**config.mk**
```make
export PLATFORM = sky130hd
export DESIGN_NAME = arith_op_sequencer
export DESIGN_NICKNAME = d
export VERILOG_FILES = /design/src/rtl/arith_pkg.sv /design/src/rtl/shift_add_mul.sv /design/src/rtl/arith_op_sequencer.sv
export SDC_FILE = /design/constraint.sdc
export NUM_CORES = 1
export LEC_CHECK = 0
export BUFFER_PORTS_ARGS = -buffer_cell sky130_fd_sc_hd__buf_2
export CORE_MARGIN = 2
export CORE_UTILIZATION = 38
export CTS_CLUSTER_DIAMETER = 120
export DETAILED_ROUTE_END_ITERATION = 6
export PLACE_DENSITY_LB_ADDON = 0.08
export SYNTH_ARGS = -nofsm -noshare
export SYNTH_HDL_FRONTEND = slang
export SYNTH_SLANG_ARGS = --single-unit
```
**constraint.sdc**
```tcl
create_clock -name clk -period 2.7 [get_ports clk]
set_input_delay 0.405 -clock clk [delete_from_list [all_inputs] [get_ports clk]]
set_output_delay 0.405 -clock clk [all_outputs]
set_load 0.02 [all_outputs]
```
**src/rtl/arith_pkg.sv**
```systemverilog
// Shared types for the arithmetic op sequencer: command opcodes and FSM states.
package arith_pkg;

  typedef enum logic [2:0] {
    OP_ONES   = 3'd0,
    OP_TWOS   = 3'd1,
    OP_SQUARE = 3'd2,
    OP_MULT   = 3'd3,
    OP_SMUL2  = 3'd4
  } op_e;

  typedef enum logic [1:0] {
    IDLE = 2'd0,
    MUL  = 2'd1,
    DONE = 2'd2
  } state_e;

endpackage

```
**src/rtl/shift_add_mul.sv**
```systemverilog
// Iterative unsigned shift-add multiplier: one multiplier bit per cycle, always WIDTH cycles.
module shift_add_mul
  import arith_pkg::*;
#(
  parameter int WIDTH = 4
) (
  input  logic               clk,
  input  logic               rst_n,
  input  logic               start,
  input  logic               clear,
  input  logic [WIDTH-1:0]   multiplicand,
  input  logic [WIDTH-1:0]   multiplier,
  output logic               done,
  output logic [2*WIDTH-1:0] product
);

  localparam int CW = (WIDTH > 2) ? $clog2(WIDTH) : 1;

  logic [2*WIDTH-1:0] acc_q;
  logic [2*WIDTH-1:0] mcand_q;
  logic [WIDTH-1:0]   mplier_q;
  logic [CW-1:0]      cnt_q;
  logic               active_q;
  logic [2*WIDTH-1:0] acc_next;

  assign acc_next = mplier_q[0] ? acc_q + mcand_q : acc_q;
  assign done     = active_q && (cnt_q == CW'(WIDTH - 1));
  // The caller captures the product on the same edge the last partial sum lands.
  assign product  = acc_next;

  // NOTE: sequential state uses non-blocking assignments so every register samples pre-edge values.
  always_ff @(posedge clk or negedge rst_n) begin
    if (!rst_n) begin
      acc_q    <= '0;
      mcand_q  <= '0;
      mplier_q <= '0;
      cnt_q    <= '0;
      active_q <= 1'b0;
    end else if (clear) begin
      acc_q    <= '0;
      mcand_q  <= '0;
      mplier_q <= '0;
      cnt_q    <= '0;
      active_q <= 1'b0;
    end else if (start) begin
      acc_q    <= '0;
      mcand_q  <= {{WIDTH{1'b0}}, multiplicand};
      mplier_q <= multiplier;
      cnt_q    <= '0;
      active_q <= 1'b1;
    end else if (active_q) begin
      acc_q    <= acc_next;
      mcand_q  <= mcand_q << 1;
      mplier_q <= mplier_q >> 1;
      cnt_q    <= cnt_q + CW'(1);
      if (done) active_q <= 1'b0;
    end
  end

endmodule

```
**src/rtl/arith_op_sequencer.sv**
```systemverilog
// One-command-at-a-time arithmetic sequencer with valid/ready on command and result sides.
module arith_op_sequencer
  import arith_pkg::*;
#(
  parameter int WIDTH = 4
) (
  input  logic               clk,
  input  logic               rst_n,
  input  logic               in_valid,
  output logic               in_ready,
  input  logic [2:0]         op,
  input  logic [WIDTH-1:0]   a,
  input  logic [WIDTH-1:0]   b,
  output logic               out_valid,
  input  logic               out_ready,
  output logic [2*WIDTH-1:0] result,
  output logic               err,
  output logic               busy
);

  state_e             state_q, state_d;
  logic [2*WIDTH-1:0] result_q;
  logic               err_q;
  logic [2*WIDTH-1:0] single_res;
  logic [2*WIDTH-1:0] mul_product;
  logic               mul_done;
  logic               is_mul;
  logic               legal;
  logic               accept;
  logic               retire;

  assign is_mul    = (op == OP_SQUARE) || (op == OP_MULT);
  assign legal     = (op <= OP_SMUL2);
  assign accept    = in_valid && (state_q == IDLE);
  assign retire    = out_ready && (state_q == DONE);
  assign in_ready  = (state_q == IDLE);
  assign busy      = (state_q != IDLE);
  assign out_valid = (state_q == DONE);
  assign result    = result_q;
  assign err       = err_q;

  shift_add_mul #(.WIDTH(WIDTH)) u_mul (
    .clk          (clk),
    .rst_n        (rst_n),
    .start        (accept && is_mul),
    .clear        (retire),
    .multiplicand (a),
    .multiplier   ((op == OP_SQUARE) ? a : b),
    .done         (mul_done),
    .product      (mul_product)
  );

  // NOTE: every combinational output gets a default first so no path leaves it unassigned (no latch).
  always_comb begin
    single_res = '0;
    case (op)
      OP_ONES:  single_res = {{WIDTH{1'b0}}, ~a};
      OP_TWOS:  single_res = {{WIDTH{1'b0}}, ~a + WIDTH'(1)};
      // Doubling keeps the low WIDTH bits, so the new sign bit is a[WIDTH-2].
      OP_SMUL2: single_res = {{WIDTH{a[WIDTH-2]}}, a[WIDTH-2:0], 1'b0};
      default:  single_res = '0;
    endcase
  end

  always_comb begin
    state_d = state_q;
    case (state_q)
      IDLE:    if (in_valid) state_d = is_mul ? MUL : DONE;
      MUL:     if (mul_done) state_d = DONE;
      DONE:    if (out_ready) state_d = IDLE;
      default: state_d = IDLE;
    endcase
  end

  always_ff @(posedge clk or negedge rst_n) begin
    if (!rst_n) state_q <= IDLE;
    else        state_q <= state_d;
  end

  always_ff @(posedge clk or negedge rst_n) begin
    if (!rst_n) begin
      result_q <= '0;
      err_q    <= 1'b0;
    end else if (accept && !is_mul) begin
      result_q <= single_res;
      err_q    <= !legal;
    end else if (mul_done) begin
      result_q <= mul_product;
    end else if (retire) begin
      err_q    <= 1'b0;
    end
  end

endmodule

```
Word-level counts from Yosys, hierarchy flattened
Cells that the tools add are included.
{"block": "word_totals", "regBits": 34, "input_bits": 15}
{"block": "classes", "addsub": 3, "n_lt_le_gt_ge": 1, "eq_ne": 11, "muxes": 29, "n_bitwise": 1, "reduce_logical": 16}
{"cell": "two-way mux 8 bit", "count": 9}
{"cell": "one-hot mux 8 bit (3 select lines)", "count": 1}
{"cell": "two-way mux 4 bit", "count": 4}
{"cell": "two-way mux 2 bit", "count": 7}
{"cell": "adder 8 bit", "count": 1}
{"cell": "two-way mux 1 bit", "count": 7}
{"cell": "== test 3 x 2 -> 1 bit, second input constant", "count": 2}
{"cell": "one-hot mux 2 bit (3 select lines)", "count": 1}
{"cell": "nonzero test 2 bit", "count": 3}
{"cell": "logical AND 1 bit", "count": 5}
{"cell": "adder 4 x 1 -> 4 bit, second input constant", "count": 1}
{"cell": "== test 2 bit, second input constant", "count": 2}
{"cell": "!= test 2 x 1 -> 1 bit, second input constant", "count": 2}
{"cell": "!= test 2 bit, second input constant", "count": 2}
{"cell": "NOT 4 bit", "count": 1}
{"cell": "== test 3 x 1 -> 1 bit, second input constant", "count": 1}
{"cell": "== test 3 bit, second input constant", "count": 1}
{"cell": "less-or-equal comparator 3 bit, second input constant", "count": 1}
{"cell": "logical NOT 3 bit", "count": 1}
{"cell": "AND reduction 3 bit", "count": 1}
{"cell": "nonzero test 3 bit", "count": 1}
{"cell": "adder 2 x 1 -> 2 bit, second input constant", "count": 1}
{"cell": "== test 2 x 1 -> 1 bit, second input constant", "count": 1}
{"cell": "logical NOT 1 bit", "count": 2}
{"cell": "other kinds (3)", "count": 3}

Depth between registers and ports, before layout
{"block": "depth", "depth_word": 6, "ltp_mapped": 7}

Hierarchy
Synthesis repeated with hierarchy kept, for this count alone.
{"block": "hier_totals", "hier_cells": 245, "area_unflattened_um2": 2213.4}
{"mod": "shift_add_mul", "n_inst": 1, "cells_each": 160, "area_per_inst_um2": 1472.7}
{"mod": "arith_op_sequencer", "n_inst": 1, "cells_each": 85, "area_per_inst_um2": 740.7}

Least setup slack after synthesis
No wires, ideal clock.
{"block": "synth_path", "path_type": "register to register", "from": "reg u_mul.mcand_q[0]", "to": "reg result_q[6], in the netlist result[6]", "setup_ps": 122, "t_arrival_ps": 2047, "required_time_ps": 2578, "path_slack_ps": 531, "path_stages_with_launch": 8, "n_path_buf": 0, "synth_period_minus_slack_ps": 2169, "path_cell_list": "dfrtp_1 ha_1 fa_1 a211oi_1 o21bai_1 a21oi_1 xor2_1 a2111oi_1"}
{"block": "synth_via", "elab_chain_cells": 4}
{"item": "from (decl)", "line_no": "shift_add_mul.sv:20", "source": "logic [2*WIDTH-1:0] mcand_q;"}
{"item": "from (signal assigned)", "line_no": "shift_add_mul.sv:47", "source": "mcand_q <= {{WIDTH{1'b0}}, multiplicand};"}
{"item": "from (signal assigned)", "line_no": "shift_add_mul.sv:53", "source": "mcand_q <= mcand_q << 1;"}
{"item": "adder 8 bit", "line_no": "shift_add_mul.sv:26", "source": "assign acc_next = mplier_q[0] ? acc_q + mcand_q : acc_q;"}
{"item": "two-way mux 8 bit", "line_no": "shift_add_mul.sv:26"}
{"item": "two-way mux 8 bit", "line_no": "arith_op_sequencer.sv:87", "source": "end else if (mul_done) begin"}
{"item": "two-way mux 8 bit", "line_no": "arith_op_sequencer.sv:84", "source": "end else if (accept && !is_mul) begin"}
{"item": "to (signal assigned)", "line_no": "arith_op_sequencer.sv:85", "source": "result_q <= single_res;"}
{"item": "to (signal assigned)", "line_no": "arith_op_sequencer.sv:88", "source": "result_q <= mul_product;"}
{"item": "to (decl)", "line_no": "arith_op_sequencer.sv:22", "source": "logic [2*WIDTH-1:0] result_q;"}
Every way passes these cells. The select of a mux whose other input is x is not followed.
A chain may end at the register's enable or synchronous reset.

Final worst setup path
Same ends and word-level chain as after synthesis.

==> flow_results.org <==
** Outcome
- Result of the run :: finished, final reports clean

** GRT
- Entering global routing, the biggest net connects 35 pins.
- Met3 demand-to-capacity share in global routing :: 3.39%
- Global-route wire length before repair :: between 9 and 10 mm
- Overflow left after global routing :: 0
- In the global route stage, overall resource usage came out at a little under a fifth.
- Met2 usage :: 30.4%
- The initial antenna violation count came to 0.
- M1 GR Usage :: 25.8%
- met2 is the most crowded layer.
- Vias in the first global route :: approximately 1800

** STA
- The number of pins exceeding their max-slew limit in the final report came to 0.
- Slew margin rel. :: 48.6%
- Unrepaired setup endpoints after global routing :: no
- For the pin with the worst max-slew slack, the measured transition is 771 ps.
- Minimum clock period after layout :: 2400 ps
- Adding up every negative setup slack in the final design gives 0 ps.
- Based on the critical path, the design can be clocked at up to 0.417 GHz.
- Number of failing hold endpoints at the final stage :: 0
- Clock Skews :: 8.18 ps
- The final critical path takes up 88.8% of the cycle.
- Setup violation total in the final timing report :: 0
- Worst Slack Setup Final :: roughly 300 ps

** CTS
- CTS sink count :: 34
- CTS placed an instance of sky130_fd_sc_hd__clkbuf_8 at the clock tree root.
- Total setup buffers inserted after CTS :: 0
- Clock tree synthesis inserted a total of 5 buffers.
- The clock tree synthesis step divided the H-tree into 2 levels.
- TritonCTS built the clock tree.
- After clock tree synthesis, the repair step resized 0 gates.
- Skew-Pair Late Insertion Delay :: 280 ps
- Buffers inserted to repair hold after CTS numbered 0.
- No sink is reached through more buffers than the 2 on the longest clock path.
- After clock tree synthesis, the clock-pin slew on the worst setup and hold paths is 70 ps.

** Layout
- The multi-input combinational cells in the finished layout cover a total of 1260 um2.
- Area grow syn2layout :: 13.0%
- Commonest cells after routing, fill and taps aside :: sky130_fd_sc_hd__dfrtp_1, sky130_fd_sc_hd__nor2_1, sky130_fd_sc_hd__buf_2, sky130_fd_sc_hd__nand2_1, sky130_fd_sc_hd__a21oi_1
- The number of antenna diodes in the final layout is 0.
- Leaving out fill and tap cells, the most frequent cell in the layout is sky130_fd_sc_hd__dfrtp_1.
- Counting the fill cells in the layout gives 537.
- Flip-flop and latch area :: 851 um2
- Final #Nets :: 283
- In the final layout, the share of cells above drive strength 1 is 15.8%.

** Synthesis
- Synthesis instantiated 53 different standard cells from the library.
- Post-synthesis async set-or-reset flop share :: 100%
- Portion of synthesized cell area occupied by the leading cell type :: 39.3%
- Synthesis produced a netlist with a net count of 258.
- In this run, synthesis inferred 0 flip-flops with an integrated enable.
- By area the synthesized netlist is led by sky130_fd_sc_hd__dfrtp_1, sky130_fd_sc_hd__mux2i_1, sky130_fd_sc_hd__ha_1.
- The largest total area in the synthesized netlist belongs to sky130_fd_sc_hd__dfrtp_1.
- Most used flip-flop cell after synthesis :: sky130_fd_sc_hd__dfrtp_1
- After synthesis, the mean cell area works out to 9.30 um2.
- Yosys printed 0 warnings.
- Summed instance area of the synthesized netlist :: 2170 um2
- Count of state elements after synthesis :: 34
- Counting every instance in the synthesized netlist gives ~230.
- Sequential elements use between 30% and 40% of the synthesized area.

** Hold path
- The worst hold path belongs to the class in2async.

** Placement
- IO buf count :: 26
- Half-perimeter wire length of the detailed placement result :: 3.95 mm
- Setup WS pre-CTS :: roughly 320 ps
- At the end of routability-driven placement, the weighted congestion stood at 0.827.

** Pwr
- For this design the static power due to leakage is 1.17 nW.
- For this design the ratio of total power to cell area is 1000 nW/um2.
- Maximum vdd drop :: approximately 0.57 mV

** Floorplan
- Die footprint :: roughly 6300 um2
- The floorplan step set the die height to 79.5 um.
- The floorplan step set the die width to 79.5 um.
- I/O pin cnt :: 27
- Number of rows created at floorplan :: 27
- Starting density of the core :: 39.4%
- Core ar. :: ~5500 um2

** Routing
- Violation count after the first detailed-routing iteration :: 91
- In the final routed layout, each cell accounts on average for 16.3 um.
- Total via count in the routed design :: 1839
- The first TritonRoute pass finished after 5 iterations.
- DRC violations left :: 0
- Antenna violation net count after detailed routing :: 0
- Via-per-instance ratio :: 5.56
- Post-Route WL :: 5.39 mm

** Setup path
- Cells along the critical path :: ha_1, fa_1, a211oi_1, o21bai_1, a21oi_1, xor2_1, a2111oi_1
- In this run the worst path has a maximum fanout of 3.
- At the worst endpoint, the required time is 2860 ps.
- Among cell families on the critical path, the largest total delay comes from compound AO/OA/AOI/OAI gates.
- For flop-to-flop paths, the worst setup slack is 300 ps.
- The number of buffers and inverters on the critical path is 0.
- Data on the critical path arrives at its endpoint at 2560 ps.
- The largest single stage delay on the critical path is 430 ps.
- STA classifies the critical path endpoint as a flop.
- Worst setup SP type :: flop
- Slowest CP cell :: sky130_fd_sc_hd__fa_1
- Type of the worst setup path :: reg2reg

** Run
- Max Cap Violations :: 0
## cell families (layout without fill, tap and decap cells)
logic type      after synthesis  in the layout  synth area share, %
buf+inv                      14             40                 2.54
compound gates               75             75                 24.4
simple gates                 82             82                 19.7
flops                        34             34                 39.3
xor+xnor                      6              6                 2.43
mux                          12             12                 5.54
fa+ha+maj                    10             10                 6.12
## report_power, final
| group | switching, W | internal [W] |
|---|---|---|
| combinational | 0.000679 | 0.000473 |
| sequential | 0.000210 | 0.000708 |
| clock | 0.000178 | 0.000206 |
| total | 0.00107 | 0.00139 |
## state kept, by name, summed over array words and instances, names as in the netlist
signal / count
err: 1
result: 8
state_q: 2
u_mul.acc_q: 8
u_mul.active_q: 1
u_mul.cnt_q: 2
u_mul.mcand_q: 8
u_mul.mplier_q: 4
## worst paths after layout
kind / start / to / cells past startpoint
max: u_mul.mcand_q[0] / result[6] / 7
min: rst_n / err / 1
max reg2reg: u_mul.mcand_q[0] / result[6] / 7
min reg2reg: u_mul.mplier_q[3] / u_mul.mplier_q[3] / 1
max in group asynchronous: rst_n / u_mul.mcand_q[7] / 1
min in group clk: out_ready / state_q[1] / 2
## worst reg2reg max path, stage by stage (launching register included)
cell	delay, ps
sky130_fd_sc_hd__dfrtp_1	410
sky130_fd_sc_hd__ha_1	260
sky130_fd_sc_hd__fa_1	430
sky130_fd_sc_hd__a211oi_1	290
sky130_fd_sc_hd__o21bai_1	120
sky130_fd_sc_hd__a21oi_1	270
sky130_fd_sc_hd__xor2_1	110
sky130_fd_sc_hd__a2111oi_1	390
## routing by layer
metal	vias up	wire length, um	share of wire, %
met1	898	2750	51
met3	2	151	2.8
met2	24	2460	46
li1	915	-	-
met4	0	24	0.45
met5	-	0	0
## cell usage after synthesis (3+ instances only)
| master | number |
|---|---|
| sky130_fd_sc_hd__xor2_1 | 3 |
| sky130_fd_sc_hd__dfrtp_1 | 34 |
| sky130_fd_sc_hd__xnor2_1 | 3 |
| sky130_fd_sc_hd__nor2b_1 | 3 |
| sky130_fd_sc_hd__nor2_1 | 27 |
| sky130_fd_sc_hd__o21ai_0 | 8 |
| sky130_fd_sc_hd__o22ai_1 | 6 |
| sky130_fd_sc_hd__nor3_1 | 8 |
| sky130_fd_sc_hd__ha_1 | 9 |
| sky130_fd_sc_hd__clkbuf_1 | 5 |
| sky130_fd_sc_hd__inv_1 | 5 |
| sky130_fd_sc_hd__nand2_1 | 20 |
| sky130_fd_sc_hd__mux2i_1 | 12 |
| sky130_fd_sc_hd__a211oi_1 | 13 |
| sky130_fd_sc_hd__nand3_1 | 3 |
| sky130_fd_sc_hd__o2bb2ai_1 | 3 |
| sky130_fd_sc_hd__and3b_1 | 3 |
| sky130_fd_sc_hd__nand2b_1 | 6 |
| sky130_fd_sc_hd__a21oi_1 | 18 |
## cell type report
cell class | instances | area share (%)
well taps | 72 | 3.68
flip-flops and latches | 34 | 34.7
repair buffers | 27 | 5.62
clock inverters | 1 | 0.204
multi-input cells | 185 | 51.5
clock buffers | 7 | 3.52
inverters | 5 | 0.766
## stage by stage
step / utilization [%] / hold slack (ps) / std cells / power [W] / instance area, um2
2_1_floorplan: - / 109 / 233 / 0.00175 / 2170
3_3_place_gp: 42.8 / 486 / 323 / 0.00208 / 2360
3_5_place_dp: 42.8 / 486 / 323 / 0.00208 / 2360
4_1_cts: 44.5 / 218 / 331 / 0.00248 / 2450
5_1_grt: 44.5 / 264 / 331 / 0.00266 / 2450
6_report: 44.5 / 194 / 331 / 0.00245 / 2450
Note: power is estimated with default switching activity, not from simulation.
